### src/rtl/fifo_wr_rr_arbiter_pkg.sv
// axi_fifo_pkg: arbiter state type and the register offsets shared with the accelerator.
package axi_fifo_pkg;
  typedef enum logic {ARB_IDLE, ARB_GRANT} arb_state_t;
  localparam logic [7:0] FIFO_WR = 8'h00;
  localparam logic [7:0] FIFO_RD = 8'h04;
  localparam logic [7:0] STATUS  = 8'h08;
endpackage

### src/rtl/fifo_wr_rr_arbiter_if.sv
// fifo_wr_rr_arbiter_if: producer handshakes plus the fifo_axi write port.
interface fifo_wr_rr_arbiter_if #(
  parameter int NUM_REQ    = 4,
  parameter int DATA_WIDTH = 32
);
  logic [NUM_REQ-1:0]            req_valid;
  logic [NUM_REQ-1:0]            req_last;
  logic [NUM_REQ-1:0]            req_ready;
  logic [NUM_REQ*DATA_WIDTH-1:0] req_data;
  logic [DATA_WIDTH-1:0]         fifo_din;
  logic                          fifo_wr_en;
  logic                          fifo_full;
  modport slave (
    input  req_valid, req_data, req_last, fifo_full,
    output req_ready, fifo_din, fifo_wr_en
  );
  modport master (
    output req_valid, req_data, req_last, fifo_full,
    input  req_ready, fifo_din, fifo_wr_en
  );
endinterface

### src/rtl/fifo_rr_pick.sv
// fifo_rr_pick: first valid requester at or after start, wrapping modulo NUM_REQ.
module fifo_rr_pick #(
  parameter int NUM_REQ = 4
) (
  input  logic [NUM_REQ-1:0]         req,
  input  logic [$clog2(NUM_REQ)-1:0] start,
  output logic                       any_req,
  output logic [$clog2(NUM_REQ)-1:0] winner
);
  localparam int IW = $clog2(NUM_REQ);
  localparam logic [IW:0] NR = (IW+1)'(NUM_REQ);
  logic [NUM_REQ-1:0] rot;
  logic [IW:0]        sum;
  assign any_req = |req;
  // Rotate so start sits at bit 0; the lowest set bit of rot is the winner.
  always_comb begin
    rot = NUM_REQ'({req, req} >> start);
    sum = '0;
    for (int i = NUM_REQ - 1; i >= 0; i--)
      sum = rot[i] ? {1'b0, start} + (IW+1)'(i) : sum;
    winner = sum >= NR ? IW'(sum - NR) : IW'(sum);
  end
endmodule

### src/rtl/fifo_wr_rr_arbiter.sv
// fifo_wr_rr_arbiter: round-robin, burst-locked sharing of one fifo_axi write port
// with per-requester accepted-beat counters.
module fifo_wr_rr_arbiter
  import axi_fifo_pkg::*;
#(
  parameter int NUM_REQ    = 4,
  parameter int DATA_WIDTH = 32,
  parameter int BURST_MAX  = 4,
  parameter int CNT_WIDTH  = 16
) (
  input  logic                           s_axi_aclk,
  input  logic                           s_axi_aresetn,
  fifo_wr_rr_arbiter_if.slave            bus,
  input  logic                           cnt_clr,
  output logic                           grant_active,
  output logic [$clog2(NUM_REQ)-1:0]     grant_id,
  output logic [NUM_REQ*CNT_WIDTH-1:0]   beat_cnt
);
  localparam int IW = $clog2(NUM_REQ);
  localparam int BW = $clog2(BURST_MAX + 1);
  arb_state_t                         state_q, state_d;
  logic [IW-1:0]                      grant_id_q, grant_id_d, ptr_q, ptr_d, winner;
  logic [BW-1:0]                      burst_q, burst_d;
  logic [NUM_REQ-1:0][CNT_WIDTH-1:0]  cnt_q, cnt_d;
  logic [DATA_WIDTH-1:0]              data_a [NUM_REQ];
  logic                               any_req, acc, done;
  for (genvar i = 0; i < NUM_REQ; i++) begin : g_data
    assign data_a[i] = bus.req_data[i*DATA_WIDTH +: DATA_WIDTH];
  end
  fifo_rr_pick #(.NUM_REQ(NUM_REQ)) u_pick (
    .req     (bus.req_valid),
    .start   (ptr_q),
    .any_req (any_req),
    .winner  (winner)
  );
  // Write path is purely combinational from the registered grant, so a held grant costs no latency.
  assign acc            = state_q == ARB_GRANT && bus.req_valid[grant_id_q] && !bus.fifo_full;
  assign bus.req_ready  = acc ? NUM_REQ'(1) << grant_id_q : '0;
  assign bus.fifo_wr_en = acc;
  assign bus.fifo_din   = data_a[grant_id_q];
  assign grant_active   = state_q == ARB_GRANT;
  assign grant_id       = grant_id_q;
  assign beat_cnt       = cnt_q;
  assign done = !bus.req_valid[grant_id_q] ||
                (acc && (bus.req_last[grant_id_q] || burst_q == BW'(BURST_MAX - 1)));
  always_comb begin
    state_d    = state_q;
    grant_id_d = grant_id_q;
    ptr_d      = ptr_q;
    burst_d    = burst_q;
    if (state_q == ARB_IDLE) begin
      if (any_req) begin
        state_d    = ARB_GRANT;
        grant_id_d = winner;
        burst_d    = '0;
      end
    end else if (done) begin
      state_d = ARB_IDLE;
      ptr_d   = grant_id_q == IW'(NUM_REQ - 1) ? '0 : grant_id_q + 1'b1;
    end else if (acc) begin
      burst_d = burst_q + 1'b1;
    end
    for (int i = 0; i < NUM_REQ; i++)
      cnt_d[i] = (cnt_clr ? '0 : cnt_q[i]) + CNT_WIDTH'(bus.req_ready[i]);
  end
  always_ff @(posedge s_axi_aclk or negedge s_axi_aresetn) begin
    if (!s_axi_aresetn) begin
      state_q    <= ARB_IDLE;
      grant_id_q <= '0;
      ptr_q      <= '0;
      burst_q    <= '0;
      cnt_q      <= '0;
    end else begin
      state_q    <= state_d;
      grant_id_q <= grant_id_d;
      ptr_q      <= ptr_d;
      burst_q    <= burst_d;
      cnt_q      <= cnt_d;
    end
  end
endmodule

### src/flat_wrapper.sv
// flat-port wrapper written by rule: the top's interface ports become plain ports
module fifo_wr_rr_arbiter_flat import axi_fifo_pkg::*;
#(
  parameter int NUM_REQ    = 4,
  parameter int DATA_WIDTH = 32,
  parameter int BURST_MAX  = 4,
  parameter int CNT_WIDTH  = 16
)
  (s_axi_aclk, s_axi_aresetn, cnt_clr, grant_active, grant_id, beat_cnt, bus_req_valid, bus_req_data, bus_req_last, bus_fifo_full, bus_req_ready, bus_fifo_din, bus_fifo_wr_en);
  fifo_wr_rr_arbiter_if #(.NUM_REQ(NUM_REQ), .DATA_WIDTH(DATA_WIDTH)) bus_i ();
  input  logic s_axi_aclk;
  input  logic s_axi_aresetn;
  input  logic cnt_clr;
  output logic grant_active;
  output logic [$clog2(NUM_REQ)-1:0] grant_id;
  output logic [NUM_REQ*CNT_WIDTH-1:0] beat_cnt;
  input wire logic [$bits(bus_i.req_valid)-1:0] bus_req_valid;
  input wire logic [$bits(bus_i.req_data)-1:0] bus_req_data;
  input wire logic [$bits(bus_i.req_last)-1:0] bus_req_last;
  input wire logic [$bits(bus_i.fifo_full)-1:0] bus_fifo_full;
  output wire logic [$bits(bus_i.req_ready)-1:0] bus_req_ready;
  output wire logic [$bits(bus_i.fifo_din)-1:0] bus_fifo_din;
  output wire logic [$bits(bus_i.fifo_wr_en)-1:0] bus_fifo_wr_en;
  assign bus_i.req_valid = bus_req_valid;
  assign bus_i.req_data = bus_req_data;
  assign bus_i.req_last = bus_req_last;
  assign bus_i.fifo_full = bus_fifo_full;
  assign bus_req_ready = bus_i.req_ready;
  assign bus_fifo_din = bus_i.fifo_din;
  assign bus_fifo_wr_en = bus_i.fifo_wr_en;
  fifo_wr_rr_arbiter #(.NUM_REQ(NUM_REQ), .DATA_WIDTH(DATA_WIDTH), .BURST_MAX(BURST_MAX), .CNT_WIDTH(CNT_WIDTH)) u_core (.s_axi_aclk(s_axi_aclk), .s_axi_aresetn(s_axi_aresetn), .bus(bus_i), .cnt_clr(cnt_clr), .grant_active(grant_active), .grant_id(grant_id), .beat_cnt(beat_cnt));
endmodule
### config.mk
export PLATFORM = sky130hd
export DESIGN_NAME = fifo_wr_rr_arbiter_flat
export DESIGN_NICKNAME = d
export VERILOG_FILES = /design/src/rtl/fifo_wr_rr_arbiter_pkg.sv /design/src/rtl/fifo_wr_rr_arbiter_if.sv /design/src/rtl/fifo_rr_pick.sv /design/src/rtl/fifo_wr_rr_arbiter.sv /design/src/flat_wrapper.sv
export SDC_FILE = /design/constraint.sdc
export NUM_CORES = 1
export LEC_CHECK = 0
export ABC_AREA = 0
export CAP_MARGIN = 20
export CORE_ASPECT_RATIO = 0.75
export CORE_MARGIN = 8
export CORE_UTILIZATION = 25
export DETAILED_ROUTE_END_ITERATION = 16
export PLACE_DENSITY = 0.67
export REMOVE_ABC_BUFFERS = 1
export SETUP_SLACK_MARGIN = 0.5
export SLEW_MARGIN = 40
export SYNTH_ARGS = -nofsm -noshare
export SYNTH_HDL_FRONTEND = slang
export SYNTH_SLANG_ARGS = --single-unit
### constraint.sdc
create_clock -name s_axi_aclk -period 3.1 [get_ports s_axi_aclk]
set_input_delay 0.62 -clock s_axi_aclk [delete_from_list [all_inputs] [get_ports s_axi_aclk]]
set_output_delay 0.62 -clock s_axi_aclk [all_outputs]
set_load 0.005 [all_outputs]
# Word level (Yosys, flattened, before mapping)
# Index checks and enable logic that the tools add are counted.
[op_classes]
bitwise = 2
reduce_logical = 12
shifts = 2
magnitude_cmp = 3
n_addsub = 10
eq_ne = 4
muxes = 25
[ops]
columns = ["operator", "n"]
rows = [
  ["$add 16x1->16", 4],
  ["$bmux 32 s2", 1],
  ["$mux 16", 4],
  ["$mux 32", 2],
  ["$mux 3", 8],
  ["$shr 8x2->4", 1],
  ["$add 2x2->3 const B", 2],
  ["$ge 3x3->1 const B", 2],
  ["$mux 1", 5],
  ["$bmux 1 s2", 2],
  ["$mux 2", 2],
  ["$mux 4", 1],
  ["$ne 2x2->1 const B", 2],
  ["$reduce_and 2->1", 2],
  ["$reduce_or 4->1", 1],
  ["$shl 1x2->4 const A", 1],
  ["$add 2x1->3 const B", 1],
  ["$add 3x1->3 const B", 1],
  ["$eq 3x2->1 const B", 1],
  ["$logic_and 1x1->1", 3],
  ["$lt 2x3->1 const B", 1],
  ["$not 2->3", 1],
  ["$reduce_and 3->1", 1],
  ["$add 2x1->2 const B", 1],
  ["6 further kinds", 8],
]
[word_totals]
regBits = 72
output_inout_bits = 104
in_bits = 140
elab_cells = 66

# Logic depth before layout (Yosys ltp)
[depth]
word_depth = 8
depth_mapped = 11

# Modules after synthesis
# A second synthesis with hierarchy kept.
[unflattened]
hier_cells = 416
area_unflattened_um2 = 4504.3
[by_module_without_submodules]
columns = ["mod", "seq_area_each_um2", "cells_each", "instances", "area_each_um2"]
rows = [
  ["fifo_wr_rr_arbiter", 1801.7, 405, 1, 4433.0],
  ["fifo_rr_pick", 0.0, 11, 1, 71.3],
]

# Worst setup path after synthesis
# No wires, ideal clock.
[synth_timing]
kind = "in2reg"
from = "input port bus_req_valid[1]"
to = "register u_core.cnt_q, in the netlist u_core.beat_cnt[13]"
n_path_buf = 1
setup_time_ns = 0.078
stages = 9
arrival_ns = 2.727
required_time_ns = 3.022
setup_slack_ns = 0.295
path_cell_list = "mux4_2 > and3_1 > clkbuf_1 > and2_1 > ha_1 > nand4_1 > or3_4 > or4_1 > a21oi_1"
[synth_lines]
columns = ["item", "line_no", "rtl"]
rows = [
  ["start: declaration", "flat_wrapper.sv:17", "input wire logic [$bits(bus_i.req_valid)-1:0] bus_req_valid;"],
  ["end signal: assignment", "fifo_wr_rr_arbiter.sv:78", "cnt_q <= cnt_d;"],
  ["end: declaration", "fifo_wr_rr_arbiter.sv:24", "logic [NUM_REQ-1:0][CNT_WIDTH-1:0] cnt_q, cnt_d;"],
]

# Worst setup path after layout
[layout_timing]
from = "register u_core.grant_id_q[0], in the netlist u_core.grant_id[0]"
to = "output port bus_fifo_din[6]"
[layout_via]
elab_chain_len = 4
[layout_rtl]
columns = ["item", "line_no", "rtl"]
rows = [
  ["start: declaration", "fifo_wr_rr_arbiter.sv:22", "logic [IW-1:0] grant_id_q, grant_id_d, ptr_q, ptr_d, winner;"],
  ["start signal: assignment", "fifo_wr_rr_arbiter.sv:75", "grant_id_q <= grant_id_d;"],
  ["$not 2->3 (not written as such)", "fifo_wr_rr_arbiter.sv:40", "assign bus.fifo_din = data_a[grant_id_q];"],
  ["$bmux 32 s2", "fifo_wr_rr_arbiter.sv:40", ""],
  ["$mux 32 (not written as such) (2 in series)", "fifo_wr_rr_arbiter.sv:40", ""],
  ["end: declaration", "flat_wrapper.sv:22", "output wire logic [$bits(bus_i.fifo_din)-1:0] bus_fifo_din;"],
]
# No other way between the ends. The select of a mux whose other input is x is not followed.

==> out/qor.csv <==
stage,metric,value,unit
sta,Final setup viols,0,
place,GPL Wtd Cong,0.810,
floorplan,die height,132,um
cts,"Clk pin slew, worst setup/hold paths",0.06,ns
critical_path,Worst Path Max Fanout,8,
synthesis,Yosys cell types,42,
critical_path,Worst path max stage delay,0.53,ns
place,hpwl dp,14000,um
critical_path,CP Cell Sequence,clkbuf_16 -> mux4_2 -> clkdlybuf4s50_1,
sta,worst slew pin tran,0.514,ns
place,placed cells,908,
cts,Root Driver,clkbuf_16,
synthesis,Most used DFF post-synth,dfrtp_1,
floorplan,Site Rows,42,
synthesis,"FFs w/ async S/R, synth",100,%
sta,RSZ-0062 raised after global routing,true,
final_layout,Layout fillers,1717,
place,"worst slack, placed",-0.137,ns
place,I/O Buffers,243,
final_layout,final core occ,45.3,%
cts,Max H-tree Level,3,
synthesis,Synthesis Warnings,0,
sta,period utilisation layout,86.5,%
floorplan,die area,22600,um2
run_status,status,finished clean,
detailed_routing,vias per cell,4.66,
critical_path,Crit. End Element,primary output,
critical_path,CP startpoint kind,flip-flop,
critical_path,crit path kind,reg -> out,
final_layout,Non-Filler Instances,937,
critical_path,Register-to-Register Path Depth,9,
grt,Total GRT Usage,15.6,%
sta,Clock Skew,0.00642,ns
pwr,PD cells,501,nW/um2
cts,cts bufs inserted,9,
critical_path,Critical Path End,bus_fifo_din[6],
grt,grt total ovfl,0,
detailed_routing,WL final,18000,um
final_layout,synth-to-layout area growth,78.0,%
grt,initial antenna violation count,3,
detailed_routing,via count,4369,
grt,vias in the first global route,4542,
detailed_routing,DR DRC count,0,
critical_path,Critical Path Start,u_core.grant_id[0],
critical_path,slowest cell on the critical path,mux4_2,
sta,Fmax achieved,373,MHz
floorplan,Boundary Pins,244,
final_layout,final net count,844,
detailed_routing,DR pass1 iterations,4,
detailed_routing,1st-iter DRT viols,267,
synthesis,sequential fraction of the synthesis area,40.1,%
final_layout,post-route cell area,8010,um2
critical_path,Worst path depth,3,
cts,CTS tree,done,
critical_path,"Buf+Inv Stages, Crit Path",2,
pwr,Design Power,0.00401,W
synthesis,Mapped Area,4500,um2
synthesis,Synth Instances,414,
synthesis,Post-synth EDFFs,0,
critical_path,CP top delay family,buffers and inverters,
sta,Tmin final,2.68,ns
synthesis,"FF+latch count, synth",72,
critical_path,reg-to-reg critical path startpoint,u_core.grant_id[0],
pwr,LEAKAGE,3.22,nW
job,Max-cap violations,0,
cts,Hold Buf Count CTS,0,
floorplan,die width,171,um
hold_path,class of the worst hold path,in -> async,
critical_path,R2R setup slack,0.51,ns
cts,worst-skew pair later-pin latency,0.34,ns
sta,pins over their slew limit,0,
detailed_routing,DR WL/cell,19.2,um
sta,Rel. slew slack,65.7,%
final_layout,layout cells sized above 1,17.6,%
synthesis,mean post-synth cell area,10.9,um2
floorplan,Initial Utilization,25.5,%
critical_path,capture point of the worst reg-to-reg path,u_core.beat_cnt[14],
detailed_routing,Routed Antenna Nets,0,
sta,final worst slack,0.418,ns
critical_path,CP required,2.48,ns
grt,largest net degree at the start of global routing,39,
cts,Sink Count,72,
sta,Fin. Hold Viols,0,
synthesis,Yosys top cell by area,dfrtp_1,
place,post-place instance area,7370,um2
floorplan,Core ar.,17700,um2
synthesis,top-area cell type share of the netlist area,40.1,%
synthesis,Area contributors post-synth,"dfrtp_1 40%, mux4_2 17%, xnor2_1 5.1%, ha_1 4.2%, xor2_1 3.7%",
critical_path,crit path DAT,2.06,ns
cts,clk buf depth,2,
pwr,VDD IR max,0.360,mV
grt,first-pass GRT wire length,27100,um
## synthesized netlist by cell type, drive strengths merged, types with 3 or more instances
cell    instances
o21ai           8
or3             7
mux2i           6
and3           10
xor2           19
nand4          16
or4             4
nor2           40
buf             8
a21oi          12
nand3          19
clkbuf         10
nor4           11
o31ai           3
nand2          20
nor3            5
ha             15
mux4           33
mux2            4
xnor2          26
nor2b          17
dfrtp          72
nand2b          8
inv            16
and2            6
and4            3
## kinds of logic after synthesis
group / Yosys count / synth area share (%)
multiplexers: 43 / 18.9
buffers and inverters: 34 / 3.00
AND/OR/NAND/NOR: 174 / 20.9
AO/OA/AOI/OAI: 31 / 4.23
adder cells (fa/ha/maj): 15 / 4.17
XOR/XNOR: 45 / 8.76
flip-flops: 72 / 40.1
## repair_timing
action | CTS | global route
cloned | 2 | 1
gates resized for setup | 46 | 38
pin swaps | 10 | 6
setup endpoints to repair | 73 | 43
setup buffers | 3 | 6
## how the worst min path moves through the flow
stage,startpoint,to,cells past startpoint
global placement,u_core.burst_q[0],u_core.burst_q[0],1
floorplan,s_axi_aresetn,u_core.beat_cnt[0],0
finish,s_axi_aresetn,u_core.beat_cnt[9],1
CTS,s_axi_aresetn,u_core.beat_cnt[9],1
global route,s_axi_aresetn,u_core.beat_cnt[9],1
detailed placement,u_core.burst_q[0],u_core.burst_q[0],1
## layout make-up
cell class	instances	area [um2]	area share, %
inverter	16	60.1	0.750
clock inverter	1	5.00	0.0625
tap	242	303	3.78
clock buffer	13	250	3.13
multi-input combinational	308	2740	34.2
timing repair buffer	282	2840	35.5
antenna	3	7.51	0.0938
sequential	72	1800	22.5
## sequential cells by signal (all words and copies together) (netlist names)
signal and cells:
u_core.burst_q 3, u_core.ptr_q 2, u_core.grant_id 2, u_core.beat_cnt 64, u_core.grant_active 1
## through the flow
step / TNS [ns] / hold WS, ns
after CTS: 0 / 0.259
after global placement: -0.557 / 0.474
final: 0 / 0.250
after detailed placement: -1.38 / 0.485
after floorplan: -20.52 / 0.324
after global routing: 0 / 0.281
## cells in the final DEF (no fill, tap or decap), types with 5 or more instances in the layout
cell type / n
o21ai_0: 8
buf_6: 6
nand3_1: 17
nor2b_1: 17
buf_4: 28
a21oi_1: 11
and3_1: 8
mux2i_1: 6
mux4_2: 33
ha_1: 7
xor2_1: 19
dfrtp_1: 70
xnor2_1: 25
dlygate4sd2_1: 14
nor4_1: 6
nor2_1: 40
inv_1: 16
ha_4: 5
nand2_1: 18
nand2b_1: 8
dlymetal6s2s_1: 7
nand4_1: 16
clkdlybuf4s50_1: 216
clkbuf_16: 10
## where the power goes
group	switching, W	internal, W
registers	0.0000891	0.00100
clock network	0.000378	0.000554
logic	0.000738	0.00126
total	0.00120	0.00281
## routing by layer
metal	wire [um]	up-vias	track usage, %
li1	-	2056	-
met1	7100	2116	18.1
met2	8820	181	25.5
met3	1740	16	6.55
met4	296	0	5.25
met5	0	-	0
Note: power is estimated with default switching activity, not from simulation.
